[src/rtl/regfile_pkg.sv]
// Shared types and default sizing for the integer register file and its scoreboard.
package regfile_pkg;

    typedef enum logic [2:0] {
        WB_ALU  = 3'd0,
        WB_MEM  = 3'd1,
        WB_PCP4 = 3'd2,
        WB_CMP  = 3'd3,
        WB_IMM  = 3'd4
    } wb_src_e;

    localparam int XLEN_DEF    = 32;
    localparam int NREG_DEF    = 32;
    localparam int NRD_DEF     = 2;
    localparam int MAXPEND_DEF = 3;

    // Codes 5-7 are reserved and must not commit anything.
    function automatic logic wb_src_ok(input logic [2:0] src);
        return src <= 3'(WB_IMM);
    endfunction

endpackage

[src/rtl/rf_scoreboard.sv]
// Pending-write scoreboard: per-register outstanding-write counters, sticky error, per-port busy.
module rf_scoreboard
    import regfile_pkg::*;
#(
    parameter int NREG    = NREG_DEF,
    parameter int NRD     = NRD_DEF,
    parameter int MAXPEND = MAXPEND_DEF,
    localparam int AW     = $clog2(NREG),
    localparam int CW     = $clog2(MAXPEND + 1)
) (
    input  logic              CLK,
    input  logic              Reset,
    input  logic              Mwk,
    input  logic              alloc_en,
    input  logic [AW-1:0]     alloc_rd,
    input  logic              fire,
    input  logic [AW-1:0]     wr_addr,
    input  logic [NRD*AW-1:0] rs_addr,
    output logic [NRD-1:0]    busy,
    output logic              sb_err
);

    logic [CW-1:0]   cnt_q [NREG];
    logic [CW-1:0]   cnt_d [NREG];
    logic            sb_err_q, sb_err_d;
    logic [NREG-1:0] inc_vec, dec_vec;

    always_comb begin
        inc_vec = '0;
        dec_vec = '0;
        for (int r = 1; r < NREG; r++) begin
            inc_vec[r] = Mwk && alloc_en && (alloc_rd == AW'(r));
            dec_vec[r] = fire && (wr_addr == AW'(r));
        end
    end

    always_comb begin
        cnt_d    = cnt_q;
        sb_err_d = sb_err_q;
        for (int r = 1; r < NREG; r++) begin
            if (inc_vec[r] && !dec_vec[r]) begin
                if (cnt_q[r] == CW'(MAXPEND)) sb_err_d = 1'b1;
                else                          cnt_d[r] = cnt_q[r] + CW'(1);
            end else if (dec_vec[r] && !inc_vec[r]) begin
                if (cnt_q[r] == '0) sb_err_d = 1'b1;
                else                cnt_d[r] = cnt_q[r] - CW'(1);
            end
        end
        cnt_d[0] = '0;
    end

    // A commit landing this cycle releases its own consumer without waiting for the count update.
    always_comb begin
        busy = '0;
        for (int i = 0; i < NRD; i++) begin
            busy[i] = (rs_addr[i*AW +: AW] != '0) &&
                      (cnt_q[rs_addr[i*AW +: AW]] > CW'(dec_vec[rs_addr[i*AW +: AW]]));
        end
    end

    always_ff @(posedge CLK) begin
        if (Reset) begin
            cnt_q    <= '{default: '0};
            sb_err_q <= 1'b0;
        end else begin
            cnt_q    <= cnt_d;
            sb_err_q <= sb_err_d;
        end
    end

    assign sb_err = sb_err_q;

endmodule

[src/rtl/regfile_sb.sv]
// Integer register file with write-back source mux, same-cycle bypass, hardwired x0 and stall scoreboard.
module regfile_sb
    import regfile_pkg::*;
#(
    parameter int XLEN    = XLEN_DEF,
    parameter int NREG    = NREG_DEF,
    parameter int NRD     = NRD_DEF,
    parameter int MAXPEND = MAXPEND_DEF,
    localparam int AW     = $clog2(NREG)
) (
    input  logic                CLK,
    input  logic                Reset,
    input  logic                Mwk,
    input  logic [NRD*AW-1:0]   rs_addr,
    output logic [NRD*XLEN-1:0] rd_data,
    output logic [NRD-1:0]      busy,
    input  logic                alloc_en,
    input  logic [AW-1:0]       alloc_rd,
    input  logic                wr_en,
    input  logic [AW-1:0]       wr_addr,
    input  logic [2:0]          wr_src,
    input  logic [XLEN-1:0]     alu_in,
    input  logic [XLEN-1:0]     mem_in,
    input  logic [XLEN-1:0]     imm_in,
    input  logic [XLEN-1:0]     pc_in,
    input  logic [1:0]          cmp_in,
    output logic [XLEN-1:0]     DB,
    output logic                sb_err
);

    logic [XLEN-1:0] regs_q [NREG];
    logic [XLEN-1:0] regs_d [NREG];
    logic [XLEN-1:0] db_q, db_d;
    logic [XLEN-1:0] wdata;
    logic            fire;
    logic            unused_cmp_hi;

    assign unused_cmp_hi = cmp_in[1];
    assign fire          = Mwk && wr_en && wb_src_ok(wr_src);

    always_comb begin
        wdata = '0;
        case (wb_src_e'(wr_src))
            WB_ALU:  wdata = alu_in;
            WB_MEM:  wdata = mem_in;
            WB_PCP4: wdata = pc_in + XLEN'(4);
            WB_CMP:  wdata = {{(XLEN-1){1'b0}}, cmp_in[0]};
            WB_IMM:  wdata = imm_in;
            default: wdata = '0;
        endcase
    end

    // DB follows every commit, including writes aimed at x0.
    always_comb begin
        regs_d = regs_q;
        db_d   = db_q;
        if (fire) begin
            db_d = wdata;
            if (wr_addr != '0) regs_d[wr_addr] = wdata;
        end
        regs_d[0] = '0;
    end

    always_comb begin
        rd_data = '0;
        for (int i = 0; i < NRD; i++) begin
            if (rs_addr[i*AW +: AW] == '0)
                rd_data[i*XLEN +: XLEN] = '0;
            else if (fire && (wr_addr == rs_addr[i*AW +: AW]))
                rd_data[i*XLEN +: XLEN] = wdata;
            else
                rd_data[i*XLEN +: XLEN] = regs_q[rs_addr[i*AW +: AW]];
        end
    end

    always_ff @(posedge CLK) begin
        if (Reset) begin
            regs_q <= '{default: '0};
            db_q   <= '0;
        end else begin
            regs_q <= regs_d;
            db_q   <= db_d;
        end
    end

    assign DB = db_q;

    rf_scoreboard #(
        .NREG    (NREG),
        .NRD     (NRD),
        .MAXPEND (MAXPEND)
    ) u_scoreboard (
        .CLK      (CLK),
        .Reset    (Reset),
        .Mwk      (Mwk),
        .alloc_en (alloc_en),
        .alloc_rd (alloc_rd),
        .fire     (fire),
        .wr_addr  (wr_addr),
        .rs_addr  (rs_addr),
        .busy     (busy),
        .sb_err   (sb_err)
    );

endmodule
[config.mk]
export PLATFORM = sky130hd
export DESIGN_NAME = regfile_sb
export DESIGN_NICKNAME = d
export VERILOG_FILES = /design/src/rtl/regfile_pkg.sv /design/src/rtl/rf_scoreboard.sv /design/src/rtl/regfile_sb.sv
export SDC_FILE = /design/constraint.sdc
export NUM_CORES = 2
export LEC_CHECK = 0
export CAP_MARGIN = 20
export CORE_AREA = 2 2 360 362
export CTS_CLUSTER_DIAMETER = 120
export DETAILED_ROUTE_END_ITERATION = 12
export DIE_AREA = 0 0 362 364
export PLACE_DENSITY_LB_ADDON = 0.12
export SLEW_MARGIN = 5
export SYNTH_ARGS = -nofsm -noshare
export SYNTH_HDL_FRONTEND = slang
export SYNTH_SLANG_ARGS = --single-unit
[constraint.sdc]
create_clock -name CLK -period 4.7 [get_ports CLK]
set_clock_uncertainty 0.2 [all_clocks]
set_input_delay 0.705 -clock CLK [delete_from_list [all_inputs] [get_ports CLK]]
set_output_delay 0.705 -clock CLK [all_outputs]
set_load 0.01 [all_outputs]
==> flow_metrics.tcl <==
set metrics [dict create \
    coreArea_um2 128000 \
    min-delay-start "DB[15]" \
    antenna_found_initial 5 \
    vias_per_cell 6.44 \
    drtIter0Drc 5556 \
    num_vias 47300 \
    syn_nets 5699 \
    die_y_um 364 \
    ys_seq_area_share_pct 38.1 \
    insertion_delay_ps 740 \
    final_util_pct 52.2 \
    postCtsSetupRepairBufs 0 \
    yosysMostFrequentCell "nor2_1" \
    rr_startpoint "u_scoreboard.cnt_q[50]" \
    drive_above_1_share_pct 23.4 \
    row_count 132 \
    synth_adder_area_share_pct 0.0657 \
    yosysTopAreaCell "dfxtp_1" \
    yosysUniqueCellTypes 65 \
    syn_avg_cell_area_um2 10.3 \
    io_pins 257 \
    whs_endpoint "DB[15]" \
    status "finished with violations" \
    cts-root-buf "clkbuf_16" \
    synthCells 5538 \
    p_leak_nw 21.2 \
    synth_compound_area_share_pct 17.5 \
    final_net_count 5736 \
    synth_ff_type "dfxtp_1" \
    initial_core_util_pct 44.5 \
    worstPathRequired_ps 3800 \
    p_total_mw 21.0 \
    area_delta_synth_final_pct 17.4 \
    arrival_ps 3810 \
    synth_top_family_by_area "multiplexers" \
    pre_cts_ws_ps -112 \
    synth_simple_gate_area_share_pct 11.6 \
    hold_path_class "reg2reg" \
    ys_seq_elements 1087 \
    cts.sink_count 1087 \
    ir_worst_vdd_mv 0.306 \
    drv_cap 0 \
    worstMarginPinSlew_ps 1050 \
    finalHoldViolCount 0 \
    maxSlewHeadroom_pct 30.0 \
    slew_violations 0 \
    grt_pass1_vias 45100 \
    drt-total-wl_um 216000 \
    cp_max_fo 9 \
    rsz0062_at_grt "true" \
    die_x_um 362 \
    cp-end-kind "primary output" \
    netlist_top_cells_count "1,129 x nor2_1, 1,087 x dfxtp_1, 1,025 x a211oi_1" \
    async_reset_ff_share_pct 0 \
    path_class "reg2out" \
    synth_xor_area_share_pct 0.552 \
    clk_pin_slew_ps 60 \
    htreeDepth 3 \
    p_per_area_nw_per_um2 314 \
    detailed_place_hpwl_um 135000 \
    grt_max_degree 109 \
    r2r_cells 5 \
    synth_edf_count 0 \
    synth.area.top_cells "dfxtp_1 38%, mux4_2 24%, a211oi_1 13%" \
    setup_violations 1 \
    violations "setup timing" \
    regToRegSetupSlack_ps 2660 \
    numCtsBuffers 119 \
    dp.cells 7129 \
    grt_util_all_layers_pct 32.4 \
    die_area_um2 132000 \
    portBuffers 255 \
    ant_nets 0 \
    diodes 0 \
    synthesis.area_um2 57100 \
    fillers 11300 \
    place_congestion 0.965 \
    setup_ws_ps -16.7 \
    finalCriticalPeriod_ps 4720 \
    grt-ovfl-total 0 \
    first_pass_iters 6 \
    min_delay_path_depth 2 \
    rr_endpoint "u_scoreboard.sb_err" \
    yosysTopAreaCellShare_pct 38.1 \
    wire_per_inst_um 29.4 \
    timing.final.crit_share_pct 100 \
    max_freq_ghz 0.212 \
    cts_tree "built" \
    drc 0 \
    grt_pass1_wl_um 314000 \
    cp-start-kind "register" \
    final_cell_count_no_fill 7342 \
    clock_path_buffers 3 \
    muxShareOfSynthArea_pct 27.3 \
    synth_warnings 0 \
]
[sequential cells by signal, summed over array words and instances, names as in the netlist]
name / count
DB: 32
regs_q: 992
u_scoreboard.cnt_q: 62
u_scoreboard.sb_err: 1
[critical path, stage by stage (launching register included)]
cell and delay [ps]:
dfxtp_1 410, mux4_2 510, mux4_2 500, mux2i_1 160
ha_1 250, or2_2 290, a21oi_1 240, buf_4 190
clkdlybuf4s50_1 530
[cell families after synthesis]
| group | Yosys count |
|---|---|
| AND/OR/NAND/NOR | 1567 |
| flip-flops | 1087 |
| adder cells (fa/ha/maj) | 3 |
| multiplexers | 779 |
| buffers and inverters | 683 |
| XOR/XNOR | 36 |
| AO/OA/AOI/OAI | 1383 |
[per-stage QoR]
| step | setup TNS, ps | hold slack (ps) | area [µm²] |
|---|---|---|---|
| floorplan | 0 | 277 | 57100 |
| global placement | -240 | 287 | 63000 |
| detailed placement | -211 | 292 | 63000 |
| CTS | 0 | 300 | 67000 |
| global route | -56.0 | 320 | 67000 |
| finish | -16.7 | 299 | 67000 |
[worst max-delay path by stage]
stage                                       from     endpoint  depth (start not counted)
after floorplan                       rs_addr[0]      busy[0]                          9
after global placement                 pc_in[13]  rd_data[31]                         10
after detailed placement               pc_in[13]  rd_data[31]                         10
after CTS                 u_scoreboard.cnt_q[32]      busy[1]                          8
after global routing                   pc_in[13]  rd_data[27]                         10
final                     u_scoreboard.cnt_q[42]      busy[1]                          8
[area by class of cell]
class | count | area [µm²] | share of cell area (%)
timing repair buffer | 594 | 6060 | 9.04
tap | 1675 | 2100 | 3.13
clock buffer | 174 | 3460 | 5.17
multi-input combinational | 3768 | 33100 | 49.4
inverter | 5 | 18.8 | 0.0280
sequential | 1087 | 21800 | 32.5
clock inverter | 39 | 485 | 0.724
[metal layers]
layer	vias up	global-route usage (%)	wire (µm)
met5	-	0	56
met4	6	14.3	9910
met3	426	5.48	16800
met2	1986	52.4	101000
met1	23600	43.0	87900
li1	21300	-	-
[repair_timing]
action,CTS,global route
pin swaps,0,1
resized for setup,3,10
setup endpoints to repair,3,11
hold buffers,0,0
[cells in the final DEF (no fill, tap or decap), types with 9 or more instances in the layout]
cell type / count
nand3b_1: 9
nor3_1: 20
buf_4: 271
nand4_1: 26
xnor2_1: 24
and3_1: 12
mux2_2: 73
a21oi_1: 61
or3_1: 25
buf_12: 77
mux4_2: 613
or4_1: 11
clkdlybuf4s50_1: 238
a211oi_1: 1025
o21ai_0: 81
a22oi_2: 18
nor2_1: 1126
nor4_2: 9
a31oi_1: 16
xor2_1: 11
nand3_1: 55
clkbuf_8: 28
clkbuf_16: 119
dfxtp_1: 1087
clkbuf_1: 27
o22ai_1: 56
clkinv_2: 22
nand2_1: 163
a21oi_4: 10
mux2i_1: 93
nand2b_1: 11
nor4_1: 13
a22o_1: 71
nor3_2: 17
[report_power, final]
part           switching [mW]  leakage [nW]  internal [mW]
Sequential             0.0600          8.76           9.28
Combinational            1.35          10.5          0.788
Clock                    4.06          1.95           5.48
Total                    5.47          21.2           15.5
Power figures use the tool's default switching activity.
